## config.mk

```make
export PLATFORM = sky130hd
export DESIGN_NAME = rgmii_rx_deframer
export DESIGN_NICKNAME = d
export VERILOG_FILES = /design/src/rtl/eth_pkg.sv /design/src/rtl/crc32_d8.sv /design/src/rtl/rgmii_rx_deframer.sv
export SDC_FILE = /design/constraint.sdc
export NUM_CORES = 1
export LEC_CHECK = 0
export CORE_AREA = 2 2 103 125
export CTS_CLUSTER_DIAMETER = 200
export DETAILED_ROUTE_END_ITERATION = 8
export DIE_AREA = 0 0 105 127
export DONT_BUFFER_PORTS = 1
export GPL_TIMING_DRIVEN = 0
export PLACE_DENSITY = 0.64
export SYNTH_ARGS = -nofsm -noshare
export SYNTH_HDL_FRONTEND = slang
export SYNTH_SLANG_ARGS = --single-unit
```

## constraint.sdc

```tcl
create_clock -name clk -period 8.2 [get_ports clk]
set_input_delay 2.05 -clock clk [delete_from_list [all_inputs] [get_ports clk]]
set_output_delay 2.05 -clock clk [all_outputs]
set_load 0.02 [all_outputs]
```

## src/rtl/eth_pkg.sv

```systemverilog
// Ethernet framing constants, deframer state encoding and the reflected CRC-32
// byte step, shared by the RGMII TX/RX paths and the frame generator.
package eth_pkg;

  localparam logic [3:0]  PREAMBLE_NIB = 4'h5;
  localparam logic [3:0]  SFD_NIB      = 4'hD;
  localparam logic [31:0] CRC_POLY     = 32'hEDB88320;
  localparam logic [31:0] CRC_INIT     = 32'hFFFFFFFF;
  localparam logic [31:0] CRC_RESIDUE  = 32'hDEBB20E3;

  localparam logic [1:0] ST_IDLE = 2'd0;
  localparam logic [1:0] ST_PRE  = 2'd1;
  localparam logic [1:0] ST_DATA = 2'd2;
  localparam logic [1:0] ST_DROP = 2'd3;

  // One byte through the reflected CRC-32, LSB of the byte first.
  function automatic logic [31:0] crc32_next8(input logic [31:0] crc, input logic [7:0] data);
    logic [31:0] c;
    c = crc ^ {24'h000000, data};
    for (int i = 0; i < 8; i++) begin
      if (c[0]) begin
        c = {1'b0, c[31:1]} ^ CRC_POLY;
      end else begin
        c = {1'b0, c[31:1]};
      end
    end
    return c;
  endfunction

endpackage

```

## src/rtl/crc32_d8.sv

```systemverilog
// Combinational CRC-32 byte step (reflected, LSB first); the caller owns the
// CRC register.
module crc32_d8
  import eth_pkg::*;
(
  input  logic [31:0] crc_in,
  input  logic [7:0]  data_in,
  output logic [31:0] crc_out
);

  always_comb begin
    crc_out = crc32_next8(crc_in, data_in);
  end

endmodule

```

## src/rtl/rgmii_rx_deframer.sv

```systemverilog
// RGMII receive deframer: strips preamble/SFD, pairs nibbles into bytes, checks
// FCS/length/alignment and emits a marked byte stream plus good/bad counters.
module rgmii_rx_deframer
  import eth_pkg::*;
#(
  parameter int unsigned MIN_FRAME = 32'd64,
  parameter int unsigned MAX_FRAME = 32'd1518
) (
  input  logic        clk,
  input  logic        rst,
  input  logic        rx_ctrl,
  input  logic [3:0]  rxd,
  output logic [7:0]  out_data,
  output logic        out_valid,
  output logic        out_sof,
  output logic        out_eof,
  output logic        out_err,
  output logic [10:0] out_len,
  output logic [15:0] good_cnt,
  output logic [15:0] bad_cnt
);

  localparam logic [10:0] MIN_LEN    = 11'(MIN_FRAME);
  localparam logic [10:0] MAX_LEN    = 11'(MAX_FRAME);
  localparam logic [10:0] MAX_LEN_P1 = 11'(MAX_FRAME + 32'd1);

  logic [1:0]  state_q, state_d;
  logic        prev_ctrl_q, prev_ctrl_d;
  logic        phase_q, phase_d;
  logic [3:0]  low_q, low_d;
  logic [7:0]  hold_q, hold_d;
  logic        hold_vld_q, hold_vld_d;
  logic        first_q, first_d;
  logic [31:0] crc_q, crc_d;
  logic [10:0] len_q, len_d;
  logic        eof_pend_q, eof_pend_d;
  logic [7:0]  out_data_q, out_data_d;
  logic        out_valid_q, out_valid_d;
  logic        out_sof_q, out_sof_d;
  logic        out_eof_q, out_eof_d;
  logic        out_err_q, out_err_d;
  logic [10:0] out_len_q, out_len_d;
  logic [15:0] good_cnt_q, good_cnt_d;
  logic [15:0] bad_cnt_q, bad_cnt_d;

  logic [7:0]  byte_s;
  logic [31:0] crc_byte_s;
  logic        frame_err_s;
  logic        eof_now_s;
  logic        good_inc_s;
  logic        bad_inc_s;

  assign byte_s      = {rxd, low_q};
  assign frame_err_s = (crc_q != CRC_RESIDUE) || (len_q < MIN_LEN) || phase_q;

  crc32_d8 u_crc (
    .crc_in  (crc_q),
    .data_in (byte_s),
    .crc_out (crc_byte_s)
  );

  // Frame FSM, nibble pairing, hold register and output staging.
  always_comb begin
    state_d     = state_q;
    prev_ctrl_d = rx_ctrl;
    phase_d     = phase_q;
    low_d       = low_q;
    hold_d      = hold_q;
    hold_vld_d  = hold_vld_q;
    first_d     = first_q;
    crc_d       = crc_q;
    len_d       = len_q;
    eof_pend_d  = 1'b0;
    out_data_d  = 8'h00;
    out_valid_d = 1'b0;
    out_sof_d   = 1'b0;
    out_eof_d   = 1'b0;
    out_err_d   = 1'b0;
    out_len_d   = 11'd0;
    eof_now_s   = 1'b0;
    good_inc_s  = 1'b0;
    bad_inc_s   = 1'b0;

    case (state_q)
      ST_IDLE: begin
        if (rx_ctrl && !prev_ctrl_q && (rxd == PREAMBLE_NIB)) begin
          state_d = ST_PRE;
        end else if (rx_ctrl) begin
          state_d = ST_DROP;
        end else begin
          state_d = ST_IDLE;
        end
      end
      ST_PRE: begin
        if (!rx_ctrl) begin
          state_d = ST_IDLE;
        end else if (rxd == PREAMBLE_NIB) begin
          state_d = ST_PRE;
        end else if (rxd == SFD_NIB) begin
          state_d    = ST_DATA;
          phase_d    = 1'b0;
          crc_d      = CRC_INIT;
          len_d      = 11'd0;
          hold_vld_d = 1'b0;
          first_d    = 1'b1;
        end else begin
          state_d = ST_DROP;
        end
      end
      ST_DATA: begin
        if (!rx_ctrl) begin
          state_d = ST_IDLE;
          // The last byte must not follow a data byte back to back, so it may slip one cycle.
          if (!hold_vld_q) begin
            bad_inc_s = 1'b1;
          end else if (out_valid_q) begin
            eof_pend_d = 1'b1;
          end else begin
            eof_now_s = 1'b1;
          end
        end else if (!phase_q) begin
          low_d   = rxd;
          phase_d = 1'b1;
        end else begin
          phase_d    = 1'b0;
          crc_d      = crc_byte_s;
          hold_d     = byte_s;
          hold_vld_d = 1'b1;
          if (len_q == MAX_LEN) begin
            len_d       = MAX_LEN_P1;
            state_d     = ST_DROP;
            out_valid_d = 1'b1;
            out_data_d  = hold_q;
            out_sof_d   = first_q;
            out_eof_d   = 1'b1;
            out_err_d   = 1'b1;
            out_len_d   = MAX_LEN;
            first_d     = 1'b0;
            bad_inc_s   = 1'b1;
          end else begin
            len_d = len_q + 11'd1;
            if (hold_vld_q) begin
              out_valid_d = 1'b1;
              out_data_d  = hold_q;
              out_sof_d   = first_q;
              first_d     = 1'b0;
            end else begin
              first_d = first_q;
            end
          end
        end
      end
      ST_DROP: begin
        if (!rx_ctrl) begin
          state_d = ST_IDLE;
        end else begin
          state_d = ST_DROP;
        end
      end
      default: begin
        state_d = ST_IDLE;
      end
    endcase

    if (eof_now_s || eof_pend_q) begin
      out_valid_d = 1'b1;
      out_data_d  = hold_q;
      out_sof_d   = first_q;
      out_eof_d   = 1'b1;
      out_err_d   = frame_err_s;
      out_len_d   = len_q;
      good_inc_s  = ~frame_err_s;
      bad_inc_s   = frame_err_s;
    end else begin
      good_inc_s = 1'b0;
    end
  end

  // Saturating frame counters.
  always_comb begin
    if (good_inc_s && (good_cnt_q != 16'hFFFF)) begin
      good_cnt_d = good_cnt_q + 16'd1;
    end else begin
      good_cnt_d = good_cnt_q;
    end
    if (bad_inc_s && (bad_cnt_q != 16'hFFFF)) begin
      bad_cnt_d = bad_cnt_q + 16'd1;
    end else begin
      bad_cnt_d = bad_cnt_q;
    end
  end

  // State registers; a line already active at reset is treated as mid-frame.
  always_ff @(posedge clk) begin
    if (rst) begin
      state_q     <= ST_IDLE;
      prev_ctrl_q <= 1'b1;
      phase_q     <= 1'b0;
      low_q       <= 4'h0;
      hold_q      <= 8'h00;
      hold_vld_q  <= 1'b0;
      first_q     <= 1'b0;
      crc_q       <= CRC_INIT;
      len_q       <= 11'd0;
      eof_pend_q  <= 1'b0;
      out_data_q  <= 8'h00;
      out_valid_q <= 1'b0;
      out_sof_q   <= 1'b0;
      out_eof_q   <= 1'b0;
      out_err_q   <= 1'b0;
      out_len_q   <= 11'd0;
      good_cnt_q  <= 16'd0;
      bad_cnt_q   <= 16'd0;
    end else begin
      state_q     <= state_d;
      prev_ctrl_q <= prev_ctrl_d;
      phase_q     <= phase_d;
      low_q       <= low_d;
      hold_q      <= hold_d;
      hold_vld_q  <= hold_vld_d;
      first_q     <= first_d;
      crc_q       <= crc_d;
      len_q       <= len_d;
      eof_pend_q  <= eof_pend_d;
      out_data_q  <= out_data_d;
      out_valid_q <= out_valid_d;
      out_sof_q   <= out_sof_d;
      out_eof_q   <= out_eof_d;
      out_err_q   <= out_err_d;
      out_len_q   <= out_len_d;
      good_cnt_q  <= good_cnt_d;
      bad_cnt_q   <= bad_cnt_d;
    end
  end

  assign out_data  = out_data_q;
  assign out_valid = out_valid_q;
  assign out_sof   = out_sof_q;
  assign out_eof   = out_eof_q;
  assign out_err   = out_err_q;
  assign out_len   = out_len_q;
  assign good_cnt  = good_cnt_q;
  assign bad_cnt   = bad_cnt_q;

endmodule

```

### Word level (Yosys, flattened, before mapping)

Cells that the tools add are included.

* multiplexer cells: 86
* bitwise logic cells: 13
* reductions and logical operators: 17
* multipliers: 0
* $lt $le $gt $ge: 1
* shift-type cells: 0
* add/sub/neg operators: 3
* eq/ne operators: 17
* div/mod/pow operators: 0

Operators by type and width (number)
* two-way mux 32 bit: 13
* two-way mux 11 bit: 11
* NOT 13 -> 14 bit: 8
* case mux 32 bit (2 select lines): 1
* two-way mux 8 bit: 6
* two-way mux 1 bit: 43
* adder 16 x 1 -> 16 bit (second input constant): 2
* != test 16 bit (second input constant): 2
* != test 32 bit (second input constant): 1
* XOR 32 x 8 -> 32 bit: 1
* case mux 11 bit (2 select lines): 1
* two-way mux 2 bit: 7
* adder 11 x 1 -> 11 bit (second input constant): 1
* equality test 11 bit (second input constant): 1
* < comparator 11 x 7 -> 1 bit (second input constant): 1
* != test 2 bit (second input constant): 5
* != test 3 bit (second input constant): 3
* case mux 2 bit (4 select lines): 1
* AND reduction 7 bit: 1
* case mux 1 bit (2 select lines): 3
* AND reduction 3 bit: 2
* AND reduction 6 bit: 1
* AND reduction 5 bit: 1
* equality test 2 bit (second input constant): 2
* 11 further kinds: 19

* bits in writable memories: 0
* ROM bits: 0
* bits in registers: 117
* memories kept: 0
* latch bits: 0
* input bits: 7

### Longest topological paths before layout

* depth in word-level cells: 20
* gate-level depth with buffers: 9
* mapped depth without buffers: 8

### Hierarchy

A second synthesis with hierarchy kept.

* cells, all modules: 584
* area total of the unflattened synthesis: 5545.3 um^2

By module, submodules not included
* rgmii_rx_deframer: instances 1, cells each 512, area an instance 4714.5 um^2
* crc32_d8: instances 1, cells each 72, area an instance 830.8 um^2

### Least setup slack after synthesis

Ideal clock, no wire load.

* path type: input-to-reg
* start point: in rx_ctrl
* end point: reg good_cnt_q[13], in the netlist good_cnt[13]
* stages on the path: 7
* arrival: 3.997 ns
* setup slack: 4.082 ns
* cells stage by stage: clkbuf_1 -> nor2b_1 -> a31oi_1 -> nor4_1 -> nand2_1 -> nor3b_1 -> mux2_2

* longest elaborated chain between the ends: 5

RTL lines
* start, declared: line rgmii_rx_deframer.sv:11 `input logic rx_ctrl,`
* two-way mux 1 bit: line rgmii_rx_deframer.sv:111 `if (!rx_ctrl) begin`
* two-way mux 1 bit: line rgmii_rx_deframer.sv:84 `case (state_q)`
* logical OR 1 bit: line rgmii_rx_deframer.sv:165 `if (eof_now_s || eof_pend_q) begin`
* two-way mux 1 bit: line rgmii_rx_deframer.sv:165
* logical AND 1 bit: line rgmii_rx_deframer.sv:181 `if (good_inc_s && (good_cnt_q != 16'hFFFF)) begin`
* end signal, assigned: line rgmii_rx_deframer.sv:231 `good_cnt_q <= good_cnt_d;`
* end, declared: line rgmii_rx_deframer.sv:43 `logic [15:0] good_cnt_q, good_cnt_d;`

Every way passes these cells.
A chain may end at the register's enable or synchronous reset.

### Final worst setup path

Same ends and word-level chain as after synthesis.

==> results.py <==
metrics = {
    "status": {
        "status": "complete, no violations",
    },
    "place": {
        "port_buffers": 0,
        "gp_congestion": 0.883,
        "dpl.cell_count": 746,
        "dp_hpwl_um": 8800,
    },
    "floorplanning": {
        "num_rows": 44,
        "core_um2": 12000,
        "dieArea_um2": 13300,
        "die-height_um": 127,
        "start_util_pct": 43.5,
        "die_x_um": 105,
        "pin_count": 62,
    },
    "sta": {
        "finalSetupTns_ps": 0,
        "rsz0062_at_grt": "no",
        "timing.fmax_ghz": 0.223,
        "tightest_slew_ps": 1240,
        "slew_headroom_pct": 16.3,
        "fin_skew_ps": 7.40,
        "finalSetupViolCount": 0,
        "hold_viol": 0,
        "slew_viol_final": 0,
        "period_share_pct": 54.7,
        "finalCriticalPeriod_ps": 4490,
    },
    "detailed_routing": {
        "routedWlPerCell_um": 15.6,
        "ant_nets": 0,
        "vias": 4118,
        "drt_iter0_drc": 202,
        "drtPass1Iterations": 4,
        "routed_via_density": 5.29,
        "drc": 0,
        "wl_um": 12200,
    },
    "layout": {
        "fin_nets": 615,
        "diodes": 0,
        "final_layout_size_suffix_gt1_share_pct": 6.81,
        "synthToLayoutAreaGrowth_pct": 14.2,
        "regArea_um2": 2340,
        "stdcell_count": 778,
        "fill_cells": 1175,
        "final_cell_mix": "dfxtp_1 (117), nor2_1 (79), xnor2_1 (54)",
        "multiInputGateArea_um2": 2730,
        "final_common_cell": "dfxtp_1",
    },
    "cts": {
        "cts_max_level": 4,
        "numCtsBuffers": 17,
        "post_cts_buffers": 0,
        "clockRootBuffer": "clkbuf_16",
        "cts_tree": "built",
        "cts_resized": 0,
        "clock_latency_ps": 410,
        "cts_buffer_depth": 2,
        "clock-sinks": 117,
        "cts.clk_slew.worst_paths_ps": 50,
        "cts_hold_buf": 0,
    },
    "synth": {
        "yosys.cell_types.count": 55,
        "avgSynthCellArea_um2": 8.92,
        "ys_ff_latch": 117,
        "synth-edff-count": 0,
        "syn_area_um2": 5220,
        "seq_area_frac_synth_pct": 44.9,
        "syn_inst": 585,
        "synth_flop_cell": "dfxtp_1",
        "synth-async-reset-ratio_pct": 0,
        "ys_warn_count": 0,
        "synthesis.nets": 596,
    },
    "worst_setup_path": {
        "critPathRequiredTime_ps": 8500,
        "critical_path_peak_fanout": 10,
        "cp.arrival_ps": 4790,
        "crit_type": "primary input to flop",
        "r2r_slack_ps": 4970,
        "crit_path_start_kind": "primary input",
        "endpoint_kind": "flop",
    },
    "grt": {
        "antenna_found_initial": 0,
        "gr-total-overflow": 0,
        "grt_max_degree": 17,
        "grt_pass1_wl_um": 20100,
        "grt_usage_pct": 19.0,
        "grt_pass1_vias": 4099,
    },
    "power": {
        "p_per_area_nw_per_um2": 223,
        "p_leak_nw": 2.08,
        "irDropWorstVdd_uv": 108,
    },
    "worst_hold_path": {
        "hp-class": "flop to flop",
    },
    "run": {
        "cap_violations": 0,
    },
}
==> layer usage <==
layer / wire length [um] / GRT usage, % / part of all wire, % / vias up
met4: 165 / 9.57 / 1.4 / 0
li1: - / - / - / 2049
met2: 6230 / 32.5 / 51 / 98
met1: 5050 / 21.4 / 41 / 1955
met3: 719 / 5.77 / 5.9 / 16
met5: 0 / 0 / 0 / -
==> worst max-delay path: stages <==
cell and delay (ps):
clkbuf_1 200, nor2b_1 310, a31oi_1 210, nor4_1 1080
nand2_1 280, nor3b_1 290, mux2_2 350
==> sequential cells by signal, indices dropped and copies added (netlist names), 4 cells and up <==
name	flops
bad_cnt	16
crc_q	32
good_cnt	16
hold_q	8
len_q	11
low_q	4
out_data	8
out_len	11
==> cell families after synthesis <==
family | synth area share, %
muxes | 2.01
xor gates and xnor gates | 15.2
AOI/OAI and AO/OA | 12.8
and+or+nand+nor | 21.3
adders and majority gates | 0.959
buffers and inverters | 2.81
DFF | 44.9
==> through the flow <==
| stage | util (%) | instance area [um^2] | hold WS [ps] | total power, W | setup slack [ps] |
|---|---|---|---|---|---|
| after floorplan | - | 5220 | 428 | 0.000653 | 4080 |
| after global routing | 49.6 | 5960 | 470 | 0.00138 | 3520 |
| after global placement | 45.2 | 5420 | 438 | 0.000667 | 3470 |
| after CTS | 49.6 | 5960 | 452 | 0.00134 | 3800 |
| final | 49.6 | 5960 | 450 | 0.00133 | 3710 |
| after detailed placement | 45.2 | 5420 | 445 | 0.000667 | 3380 |
==> synthesized netlist by cell type (6+ instances only) <==
cell	number	area share [%]
nand3_1	23	2.2
xor2_1	34	5.7
dfxtp_1	117	45
inv_1	12	0.86
and3_1	9	1.1
o21a_1	8	1.2
nand4b_1	6	1.0
nor2b_1	8	0.96
and2_1	14	1.7
a211oi_1	6	0.86
a22o_1	7	1.2
xnor2_1	54	9.1
mux2i_1	6	1.2
clkbuf_1	22	1.6
nor2_1	79	5.7
a21oi_1	53	5.1
nand2_1	37	2.7
nand4_1	13	1.6
o21ai_0	15	1.4
==> final cells by class <==
cell class | instances | area share [%]
Sequential cell | 117 | 39.3
Clock inverter | 9 | 1.34
Inverter | 12 | 0.756
Clock buffer | 23 | 7.69
Buffer | 25 | 1.70
Multi-Input combinational cell | 431 | 45.8
Tap cell | 161 | 3.38
==> report_power, final <==
part / switching (W) / internal [W]
combinational: 0.0000457 / 0.0000343
clock: 0.000252 / 0.000421
sequential: 0.00000389 / 0.000572
==> final timing paths <==
kind,start,to,cells past startpoint
max,rx_ctrl,good_cnt[13],7
min reg2reg,hold_q[6],hold_q[6],2
max reg2reg,phase_q,good_cnt[13],6
min,hold_q[6],hold_q[6],2
Power figures use the tool's default switching activity.
